### config.mk
export PLATFORM = sky130hd
export DESIGN_NAME = alu_muldiv
export DESIGN_NICKNAME = d
export VERILOG_FILES = /design/src/rtl/alu_muldiv.sv
export SDC_FILE = /design/constraint.sdc
export NUM_CORES = 1
export LEC_CHECK = 0
export CORE_MARGIN = 10
export CORE_UTILIZATION = 50
export DETAILED_ROUTE_END_ITERATION = 7
export GPL_ROUTABILITY_DRIVEN = 1
export PLACE_DENSITY = 0.69
export SETUP_SLACK_MARGIN = 0.02
export SLEW_MARGIN = 30
export SYNTH_ARGS = -nofsm -noshare
export SYNTH_HDL_FRONTEND = slang
export SYNTH_SLANG_ARGS = --single-unit
### constraint.sdc
create_clock -name clk -period 11.4 [get_ports clk]
set_input_delay 3.42 -clock clk [delete_from_list [all_inputs] [get_ports clk]]
set_output_delay 3.42 -clock clk [all_outputs]
set_load 0.1 [all_outputs]
### src/rtl/alu_muldiv.sv
// alu_muldiv: iterative multiply/divide unit that sits beside the single-cycle
// ALU in the execute stage. It computes MUL/MULH/MULHSU/MULHU/DIV/DIVU/REM/REMU,
// retiring one bit per clock. The hazard unit stalls the pipe while busy=1.
//
// Ports
//   clk    in   1      clock, rising edge
//   rst    in   1      synchronous active-high reset (wins over flush and start)
//   start  in   1      request, accepted in IDLE or DONE
//   flush  in   1      abort the operation in flight
//   A      in   WIDTH  rs1 (multiplicand / dividend)
//   B      in   WIDTH  rs2 (multiplier / divisor)
//   mdOp   in   3      RV funct3 of the M-extension instruction
//   busy   out  1      high while an operation is being computed
//   done   out  1      one-cycle pulse when mdRes holds a new result
//   mdRes  out  WIDTH  result, held until the next result is produced
//
// State | meaning
// IDLE  | waiting for start
// CALC  | one prep cycle (magnitudes), then WIDTH shift-add / restoring steps
// DONE  | result valid for one cycle; start here chains the next operation

module alu_muldiv #(
  parameter int WIDTH = 32
) (
  input  logic             clk,
  input  logic             rst,
  input  logic             start,
  input  logic             flush,
  input  logic [WIDTH-1:0] A,
  input  logic [WIDTH-1:0] B,
  input  logic [2:0]       mdOp,
  output logic             busy,
  output logic             done,
  output logic [WIDTH-1:0] mdRes
);

  localparam int CW = $clog2(WIDTH);

  typedef enum logic [1:0] {IDLE, CALC, DONE} stateT;

  stateT            state;
  logic [CW-1:0]    cnt;
  logic             prep;
  logic [2:0]       opReg;
  logic [WIDTH-1:0] aReg;
  logic [WIDTH-1:0] bReg;
  logic [WIDTH-1:0] hi;
  logic [WIDTH-1:0] lo;
  logic [WIDTH-1:0] magOp;

  logic               isDiv;
  logic               sgnA;
  logic               sgnB;
  logic               aNeg;
  logic               bNeg;
  logic               bZero;
  logic [WIDTH-1:0]   absA;
  logic [WIDTH-1:0]   absB;
  logic [WIDTH:0]     sum;
  logic [WIDTH:0]     shifted;
  logic               ge;
  logic [WIDTH-1:0]   nextHi;
  logic [WIDTH-1:0]   nextLo;
  logic [2*WIDTH-1:0] prod;
  logic [2*WIDTH-1:0] prodAdj;
  logic [WIDTH-1:0]   quo;
  logic [WIDTH-1:0]   rem;
  logic [WIDTH-1:0]   result;

  // Multiply: hi:lo holds {partial sum, remaining multiplier bits}; magOp is the
  // multiplicand. Divide: hi is the partial remainder, lo shifts dividend bits
  // out and quotient bits in; magOp is the divisor.
  always_comb begin
    isDiv = opReg[2];
    // MULH (01) and MULHSU (10) treat A as signed; only MULH treats B as signed.
    // MUL is computed unsigned since its low half is sign-independent.
    sgnA  = isDiv ? ~opReg[0] : (opReg[1] ^ opReg[0]);
    sgnB  = isDiv ? ~opReg[0] : (~opReg[1] & opReg[0]);
    aNeg  = sgnA & aReg[WIDTH-1];
    bNeg  = sgnB & bReg[WIDTH-1];
    bZero = (bReg == '0);
    absA  = aNeg ? -aReg : aReg;
    absB  = bNeg ? -bReg : bReg;

    sum     = {1'b0, hi} + {1'b0, magOp};
    shifted = {hi, lo[WIDTH-1]};
    ge      = (shifted >= {1'b0, magOp});

    if (isDiv) begin
      // When ge is set the difference is below magOp, so the low bits are exact.
      nextHi = ge ? (shifted[WIDTH-1:0] - magOp) : shifted[WIDTH-1:0];
      nextLo = {lo[WIDTH-2:0], ge};
    end else if (lo[0]) begin
      nextHi = sum[WIDTH:1];
      nextLo = {sum[0], lo[WIDTH-1:1]};
    end else begin
      nextHi = {1'b0, hi[WIDTH-1:1]};
      nextLo = {hi[0], lo[WIDTH-1:1]};
    end

    prod    = {nextHi, nextLo};
    prodAdj = (aNeg ^ bNeg) ? -prod : prod;
    // Divide by zero yields an all-ones quotient regardless of sign; the
    // MIN / -1 overflow case falls out of the magnitude arithmetic naturally.
    quo     = ((aNeg ^ bNeg) && !bZero) ? -nextLo : nextLo;
    rem     = aNeg ? -nextHi : nextHi;

    case (opReg)
      3'b000:                 result = prodAdj[WIDTH-1:0];
      3'b001, 3'b010, 3'b011: result = prodAdj[2*WIDTH-1:WIDTH];
      3'b100, 3'b101:         result = quo;
      default:                result = rem;
    endcase
  end

  always_ff @(posedge clk) begin
    if (rst) begin
      state <= IDLE;
      busy  <= 1'b0;
      done  <= 1'b0;
      mdRes <= '0;
      cnt   <= '0;
      prep  <= 1'b0;
      opReg <= '0;
      aReg  <= '0;
      bReg  <= '0;
      hi    <= '0;
      lo    <= '0;
      magOp <= '0;
    end else begin
      case (state)
        IDLE: begin
          done <= 1'b0;
          if (!flush && start) begin
            opReg <= mdOp;
            aReg  <= A;
            bReg  <= B;
            cnt   <= '0;
            prep  <= 1'b1;
            busy  <= 1'b1;
            state <= CALC;
          end
        end

        CALC: begin
          if (flush) begin
            busy  <= 1'b0;
            prep  <= 1'b0;
            state <= IDLE;
          end else if (prep) begin
            prep  <= 1'b0;
            hi    <= '0;
            lo    <= isDiv ? absA : absB;
            magOp <= isDiv ? absB : absA;
          end else begin
            hi <= nextHi;
            lo <= nextLo;
            if (cnt == CW'(WIDTH-1)) begin
              mdRes <= result;
              busy  <= 1'b0;
              done  <= 1'b1;
              state <= DONE;
            end else begin
              cnt <= cnt + CW'(1);
            end
          end
        end

        DONE: begin
          done <= 1'b0;
          if (!flush && start) begin
            opReg <= mdOp;
            aReg  <= A;
            bReg  <= B;
            cnt   <= '0;
            prep  <= 1'b1;
            busy  <= 1'b1;
            state <= CALC;
          end else begin
            state <= IDLE;
          end
        end

        default: begin
          busy  <= 1'b0;
          done  <= 1'b0;
          state <= IDLE;
        end
      endcase
    end
  end

endmodule

Word-level counts from Yosys, hierarchy flattened
Index checks and enable logic that the tools add are counted.
{ "word_totals": {"input_bits": 71, "regBits": 205} }
{ "classes": {"eq_ne": 15, "n_mux": 34, "addsub": 8, "n_bitwise": 10, "order_cmp": 1, "reduce_logical": 21} }
{ "ops": {"columns": ["operator", "n"], "rows": [
  ["2-to-1 mux 32 bit", 13],
  ["negator 32 bit", 4],
  ["case mux 32 bit (3 select lines)", 1],
  ["2-to-1 mux 64 bit", 1],
  ["negator 64 bit", 1],
  ["adder 32 x 32 -> 33 bit", 1],
  ["greater-or-equal comparator 33 x 32 -> 1 bit", 1],
  ["logical NOT 32 bit", 1],
  ["subtractor 32 bit", 1],
  ["2-to-1 mux 5 bit", 4],
  ["AND reduction 3 bit", 4],
  ["case mux 5 bit (2 select lines)", 1],
  ["2-to-1 mux 2 bit", 4],
  ["!= test 2 bit (second input constant)", 4],
  ["2-to-1 mux 1 bit", 7],
  ["== test 3 x 2 -> 1 bit (second input constant)", 2],
  ["== test 3 bit (second input constant)", 2],
  ["!= test 3 bit (second input constant)", 2],
  ["case mux 2 bit (3 select lines)", 1],
  ["AND reduction 2 bit", 3],
  ["OR reduction 2 bit", 3],
  ["adder 5 x 1 -> 5 bit (second input constant)", 1],
  ["== test 5 bit (second input constant)", 1],
  ["inverter 1 bit", 5],
  ["other kinds (15)", 21]
]} }

Depth between registers and ports, before layout
Gate-level depths: netlist (run 1).
{ "depth": {"ltp_word": 8, "depth_mapped": 21} }

Worst setup path after synthesis (run 1)
No wires, ideal clock.
{ "synth_timing": {"kind": "in2reg", "from": "input flush", "to": "register mdRes[30]", "cell_stages": 7, "path_buffers": 2, "setup_slack_ns": 6.367, "setup_time_ns": 0.133, "t_arrival_ns": 4.900, "path_cell_list": "or2_2 clkbuf_1 nor2_1 clkbuf_1 o2111ai_1 o31ai_1 o211ai_1"} }
{ "synth_between": {"elab_chain_len": 2} }
{ "synth_rtl": {"columns": ["element", "line", "text"], "rows": [
  ["start: declaration", "28", "input logic flush,"],
  ["inverter 1 bit (no source line)", null, null],
  ["AND reduction 4 bit (no source line)", null, null],
  ["end signal: assignment", "159", "mdRes <= result;"],
  ["end: declaration", "34", "output logic [WIDTH-1:0] mdRes"]
]} }
Every way passes these cells.
A chain may end at the register's enable or synchronous reset.

Worst setup path in the final report (run 1)
{ "layout_timing": {"from": "input flush", "to": "register mdRes[26]"} }
The elaborated chain is that of the path after synthesis.

==> metrics.txt, run 1 <==
unique cell type count in the Yosys netlist=approximately 110; RSZ-0062 raised after global routing=false; end of the worst register-to-register path=mdRes[20]; final instance area=20600 um^2; chip width=between 200 and 250 um; mean area per synthesized cell=7.19 um^2; Synth Area in Compound Gates=0.283; synthesized instance count=approximately 2600; H-tree levels=1; GR Overflow Total=0; Bufs and invs on worst path=2; CP endpoint kind=flop; GP Congestion=approximately 1.0; Seq/Total Area, Yosys=0.223; critical path class=input pin to flop; DRC=0; area of the die=approximately 45000 um^2; largest family of logic cells by synthesized area=compound AO/OA/AOI/OAI gates; Period minus WS final=roughly 6000 ps; Via Count=20100; post-synthesis register bit count=slightly above 200; WL/cell=approximately 25 um; Post-CTS Resized=0; total power draw=~2.2 mW; Main synth FF type=dfxtp_1; CTS buffer count=26; area share of the largest cell type after synthesis=0.223; Post-synth EDFFs=0; Worst-Skew Late Latency=slightly below 600 ps; PwrDens=about 110 nW/um^2; Max VDD drop=between 100 and 150 uV; first-pass GRT wire length=115000 um; DRT Wirelength=between 70000 and 80000 um; Max clock buf depth=3; CTS Hold Bufs=0; Pleak=approximately 7.9 nW; ant diodes=0; final hold viol count=0; Netlist Area Pre-Place=18400 um^2; Synth top cells by count=331 x nand2_1, 319 x nor2_1, 255 x a21oi_1; Worst Path Max Fanout=slightly above 40; ranking of synthesized cells by area=dfxtp_1 22%, a21oi_1 6.9%, nand2_1 6.7%; Core Rows=70; vias per inst=6.62; startpoint types=input pin; clock slew seen by the registers of the worst setup and hold paths=approximately 60 ps; DP Cell Count=approximately 3000; Core Box Area=around 37000 um^2; Slew headroom=0.314; syn_nets=between 2000 and 3000; post-synthesis mux area share=0.0558; WHS Endpoint=aReg[5]; Async SR Flop Fraction=0; Initial DRC Count=about 2300; status=completed; Initial Utilization=0.504; worst r2r src=hi[7]; final instance count without filler cells=roughly 3000; R2R cell count=17; Worst path top cell family by delay=compound AO/OA/AOI/OAI gates; Reg2Reg Setup Slack=between 5000 and 6000 ps; io pins=around 110; xor and xnor area share after synthesis=0.0837; critical-path cell list=clkdlybuf4s50_1 > nor2_2 > buf_4 > nand3_1 > a221oi_1 > o221a_2 > a41oi_1; Critical Path AT=around 6400 ps; Post-CTS Setup Bufs=0; simple-gate area share of the yosys netlist=0.251; HP Start=aReg[5]; DP Area=19700 um^2; Nets=about 2700; Synth area leader=dfxtp_1; CP max-delay cell=a221oi_1; number of max-cap violations=0; TritonCTS clock tree=built; die height=between 200 and 250 um; worst slew pin tran=1030 ps; Fin Setup TNS=0 ps; DP Wirelength=roughly 57000 um; PortBufs=104; Final period util=0.524; Fmax=0.167 GHz; drt first pass iters=5; Slew Viols, Final=0; gr usage total=0.326; layout cell share with drive strength beyond 1=0.0738; final setup fails=0; vias in the first global route=between 15000 and 20000; CTS Sinks=approximately 200; hold path cells=2; WP data required=around 12000 ps; pin count of the biggest net entering global routing=approximately 120; Yosys Warn Count=0; top-count cell post-synth=nand2_1; Clock Skew=between 20 and 30 ps; adder-cell share of the synthesized area=0.0524; HP Class=flop to flop; antenna violations before repair=0; Area Growth Syn to Fin=11.9%; CTS root buf=clkbuf_16; slowest stage delay, CP=~800 ps; post-route ant nets=0
==> metal layers <==
metal | global-route usage | wire, um | part of all wire
met5 | 0 | 0 | 0
met4 | 0.178 | 4780 | 0.063
met3 | 0.0488 | 6310 | 0.084
met2 | 0.533 | 34600 | 0.46
met1 | 0.405 | 29800 | 0.40
==> cells by family after synthesis <==
group	count (synthesis)
multiplexers	89
AO/OA/AOI/OAI	778
adder cells (fa/ha/maj)	76
buffers and inverters	238
XOR/XNOR	176
flip-flops	205
AND/OR/NAND/NOR	1000
==> area by class of cell <==
cell class | instances | area (um^2)
multi-input combinational | 2119 | 13400
clock buffer | 35 | 744
inverter | 64 | 240
sequential | 205 | 4110
clock inverter | 13 | 178
tap | 468 | 586
fill | 3582 | 15900
timing repair buffer | 139 | 1310
==> stage by stage <==
stage | hold WS, ps | setup WS, ps | utilization
6_report | 455 | 5420 | 0.564
5_1_grt | 465 | 5210 | 0.564
4_1_cts | 455 | 5630 | 0.564
3_5_place_dp | 446 | 5050 | 0.538
3_3_place_gp | 451 | 4520 | 0.537
2_1_floorplan | 436 | 6370 | -
==> how the worst max path moves through the flow <==
| stage | cells past startpoint | end | slack [ps] | from |
|---|---|---|---|---|
| 2_1_floorplan | 7 | mdRes[30] | 6370 | flush |
| 3_3_place_gp | 7 | magOp[24] | 4520 | flush |
| 3_5_place_dp | 7 | mdRes[26] | 5050 | flush |
| 4_1_cts | 7 | mdRes[26] | 5630 | flush |
| 5_1_grt | 17 | mdRes[20] | 5210 | hi[7] |
| 6_report | 7 | mdRes[26] | 5420 | flush |
==> state kept, by name, indices dropped and copies added (netlist names) <==
name,cells
state,2
done,1
magOp,32
aReg,32
busy,1
opReg,3
mdRes,32
lo,32
cnt,5
prep,1
bReg,32
hi,32
==> layout by cell type, fill, tap and decap left out, drive strengths merged, types with 16 or more instances in the layout <==
cell,count
ha,74
a211oi,59
nand2,331
a221oi,31
o21ai,145
nor3,90
mux2i,61
a31oi,37
xor2,83
o221ai,16
xnor2,93
and3,18
a21o,19
and2,30
inv,65
nand4,24
mux2,19
nor4,26
o31ai,25
a22oi,34
clkdlybuf4s50,102
nand3,52
a21oi,260
o211ai,27
clkbuf,36
nor2,319
dfxtp,205
or3,25
buf,36
==> power breakdown <==
group	leakage, nW	switching [mW]	internal (mW)
clock network	0.450	0.367	0.530
logic	5.78	0.374	0.177
registers	1.66	0.0283	0.734
==> worst register-to-register path, cell delays in order (launching register included) <==
cell	delay, ps
dfxtp_1	500
ha_1	370
a21oi_1	260
o21ai_2	170
a221oi_4	430
a21boi_4	230
o31a_1	380
inv_1	160
ha_1	260
nand2_1	110
nor3_1	640
nand3_1	330
nor2_1	780
nand2_1	220
o31ai_1	350
xnor2_1	110
a221oi_1	330
a21oi_1	110
No activity file was read; power rests on OpenSTA's default activity.
==> inputs of run 2 (changes only) <==
==> constraint.sdc (replaced) <==
create_clock -name clk -period 5.6 [get_ports clk]
set_input_delay 1.68 -clock clk [delete_from_list [all_inputs] [get_ports clk]]
set_output_delay 1.68 -clock clk [all_outputs]
set_load 0.1 [all_outputs]
==> run 2 against run 1 <==
Critical endpoint is now mdRes[14]; final area increased by 0.67%; non-clock buffer count increased by 31; sequential power increased by 100%; critical path depth grew 8; flip-flop and latch count is the same.
==> metrics.txt, run 2 (same netlist as run 1, synthesis figures left out) <==
vias per inst=6.49 (was 6.62); CTS Sinks=205 (unchanged); Fmax=approximately 0.19 GHz; switching part of the total=0.343 (was 0.348); PwrDens=212 nW/um^2 (was 107 nW/um^2); status=completed (unchanged); gr usage total=0.315 (was 0.326); P_sw=1.51 mW (was 0.769 mW); GP Congestion=1.01 (was 1.04); post-route ant nets=0 (unchanged); critical path class=flop to flop (was input pin to flop); Slew Viols, Final=0 (unchanged); Slew headroom=0.296 (was 0.314); Post-CTS Setup Bufs=0 (unchanged); DP Wirelength=55800 um (was 56700 um); layout cell share with drive strength beyond 1=0.0803 (was 0.0738); Fin Setup TNS=0 ps (unchanged); sequential share of power=0.353 (was 0.345); DRC=0 (unchanged); Max clock buf depth=3 (unchanged); Core Rows=70 (unchanged); H-tree levels=1 (unchanged); Pleak=8.01 nW (was 7.89 nW); Period minus WS final=5240 ps; Critical Path AT=5690 ps (was 6420 ps); DRT Wirelength=73100 um (was 75500 um); Max VDD drop=235 uV (was 123 uV); Clock Skew=15.2 ps (was 29.6 ps); Top Layer Used=met5 (was met4); Post-CTS Resized=0 (unchanged); Logic pwr share=0.250 (was 0.249); Nets=2733 (was 2702); routed wl met2=32700 um (was 34600 um); Final period util=0.936; TritonCTS clock tree=built (unchanged); HP Class=flop to flop (unchanged); Worst-Skew Late Latency=580 ps (about the same); metal3 WL=6160 um (was 6310 um); WP data required=6050 ps (was 11840 ps); WL/cell=23.8 um (was 24.8 um); Initial DRC Count=2171 (was 2323); chip width=212 um (unchanged); Via Count=19900 (was 20100); GR Overflow Total=0 (unchanged); Post-Route M1 WL=30000 um (was 29800 um); antenna violations before repair=1 (was 0); CP endpoint kind=flop (unchanged); area of the die=44900 um^2 (unchanged); first-pass GRT wire length=111000 um (was 115000 um); final hold viol count=0 (unchanged); PortBufs=104 (unchanged); startpoint types=flop (was input pin); Core Box Area=36500 um^2 (unchanged); RSZ-0062 raised after global routing=false (unchanged); final worst slack=358 ps (was 5420 ps); clock slew seen by the registers of the worst setup and hold paths=60 ps (about the same); worst slew pin tran=1050 ps (was 1030 ps); Cell Int Power=2.89 mW (was 1.44 mW); Clk pwr share=0.397 (was 0.406); vias in the first global route=18700 (was 19000); final setup fails=0 (unchanged); Setup WS pre-CTS=507 ps (was 5050 ps); Area Growth Syn to Fin=12.6% (was 11.9%); die height=212 um (unchanged); Initial Utilization=0.504 (unchanged); drt first pass iters=6 (was 5); CTS root buf=clkbuf_16 (unchanged); CTS Hold Bufs=0 (unchanged); most common cell after layout, fill and taps aside=nand2_1 (unchanged); Worst Path Max Fanout=18 (was 41); pin count of the biggest net entering global routing=94 (was 119); fillers=3498 (was 3582); most frequent cells in the layout=329 x nand2_1, 316 x nor2_1, 255 x a21oi_1 (unchanged); io pins=105 (unchanged); CTS buffer count=26 (unchanged); number of max-cap violations=0 (unchanged)
run 2: worst max-delay path: stages, from the launching register on:
cell,delay (ps)
dfxtp_1,380
inv_1,60
ha_1,380
a21oi_1,300
o21a_1,170
o221a_2,220
and3_1,810
a21oi_1,220
a311oi_4,480
ha_1,260
nor3b_1,470
and4_1,570
a31oi_1,190
xor2_1,180
a221oi_1,330
nor2_1,90
run 2: worst paths after layout:
| check | startpoint | slack (ps) | endpoint | cells after the start |
|---|---|---|---|---|
| worst max-delay path | magOp[26] | 360 | mdRes[14] | 15 |
| worst min-delay path | bReg[1] | 460 | bReg[1] | 2 |
| worst max register to register | magOp[26] | 360 | mdRes[14] | 15 |
| worst min register to register | bReg[1] | 460 | bReg[1] | 2 |
run 2: layer usage:
layer	GRT usage	vias up
met1	0.397	9428
met5	0	-
met3	0.0600	209
met4	0.163	2
li1	-	9357
met2	0.502	945
run 2: power by group through the flow:
stage / Sequential [mW] / Combinational [mW] / Clock [mW]
global placement: 1.58 / 1.05 / 0
detailed placement: 1.58 / 1.07 / 0
global route: 1.56 / 1.17 / 1.81
floorplan: 1.56 / 0.736 / 0
finish: 1.55 / 1.10 / 1.75
CTS: 1.55 / 1.07 / 1.77
run 2: final cells by class:
type,count,area (um^2),area share
multi-input combinational,2119,13400,0.646
sequential,205,4110,0.198
timing repair buffer,170,1530,0.0739
clock buffer,37,752,0.0362
tap,468,586,0.0282
inverter,64,240,0.0116
clock inverter,8,124,0.00597
antenna,1,2.50,0.000121
run 2: per-stage QoR:
| stage | total power, mW | instances | utilization | cell area [um^2] | hold WS, ps |
|---|---|---|---|---|---|
| floorplan | 2.29 | 2562 | - | 18400 | 436 |
| detailed placement | 2.65 | 3026 | 0.544 | 19900 | 461 |
| global route | 4.54 | 3071 | 0.568 | 20700 | 502 |
| CTS | 4.39 | 3071 | 0.568 | 20700 | 471 |
| finish | 4.40 | 3072 | 0.568 | 20700 | 464 |
| global placement | 2.63 | 3026 | 0.544 | 19900 | 451 |
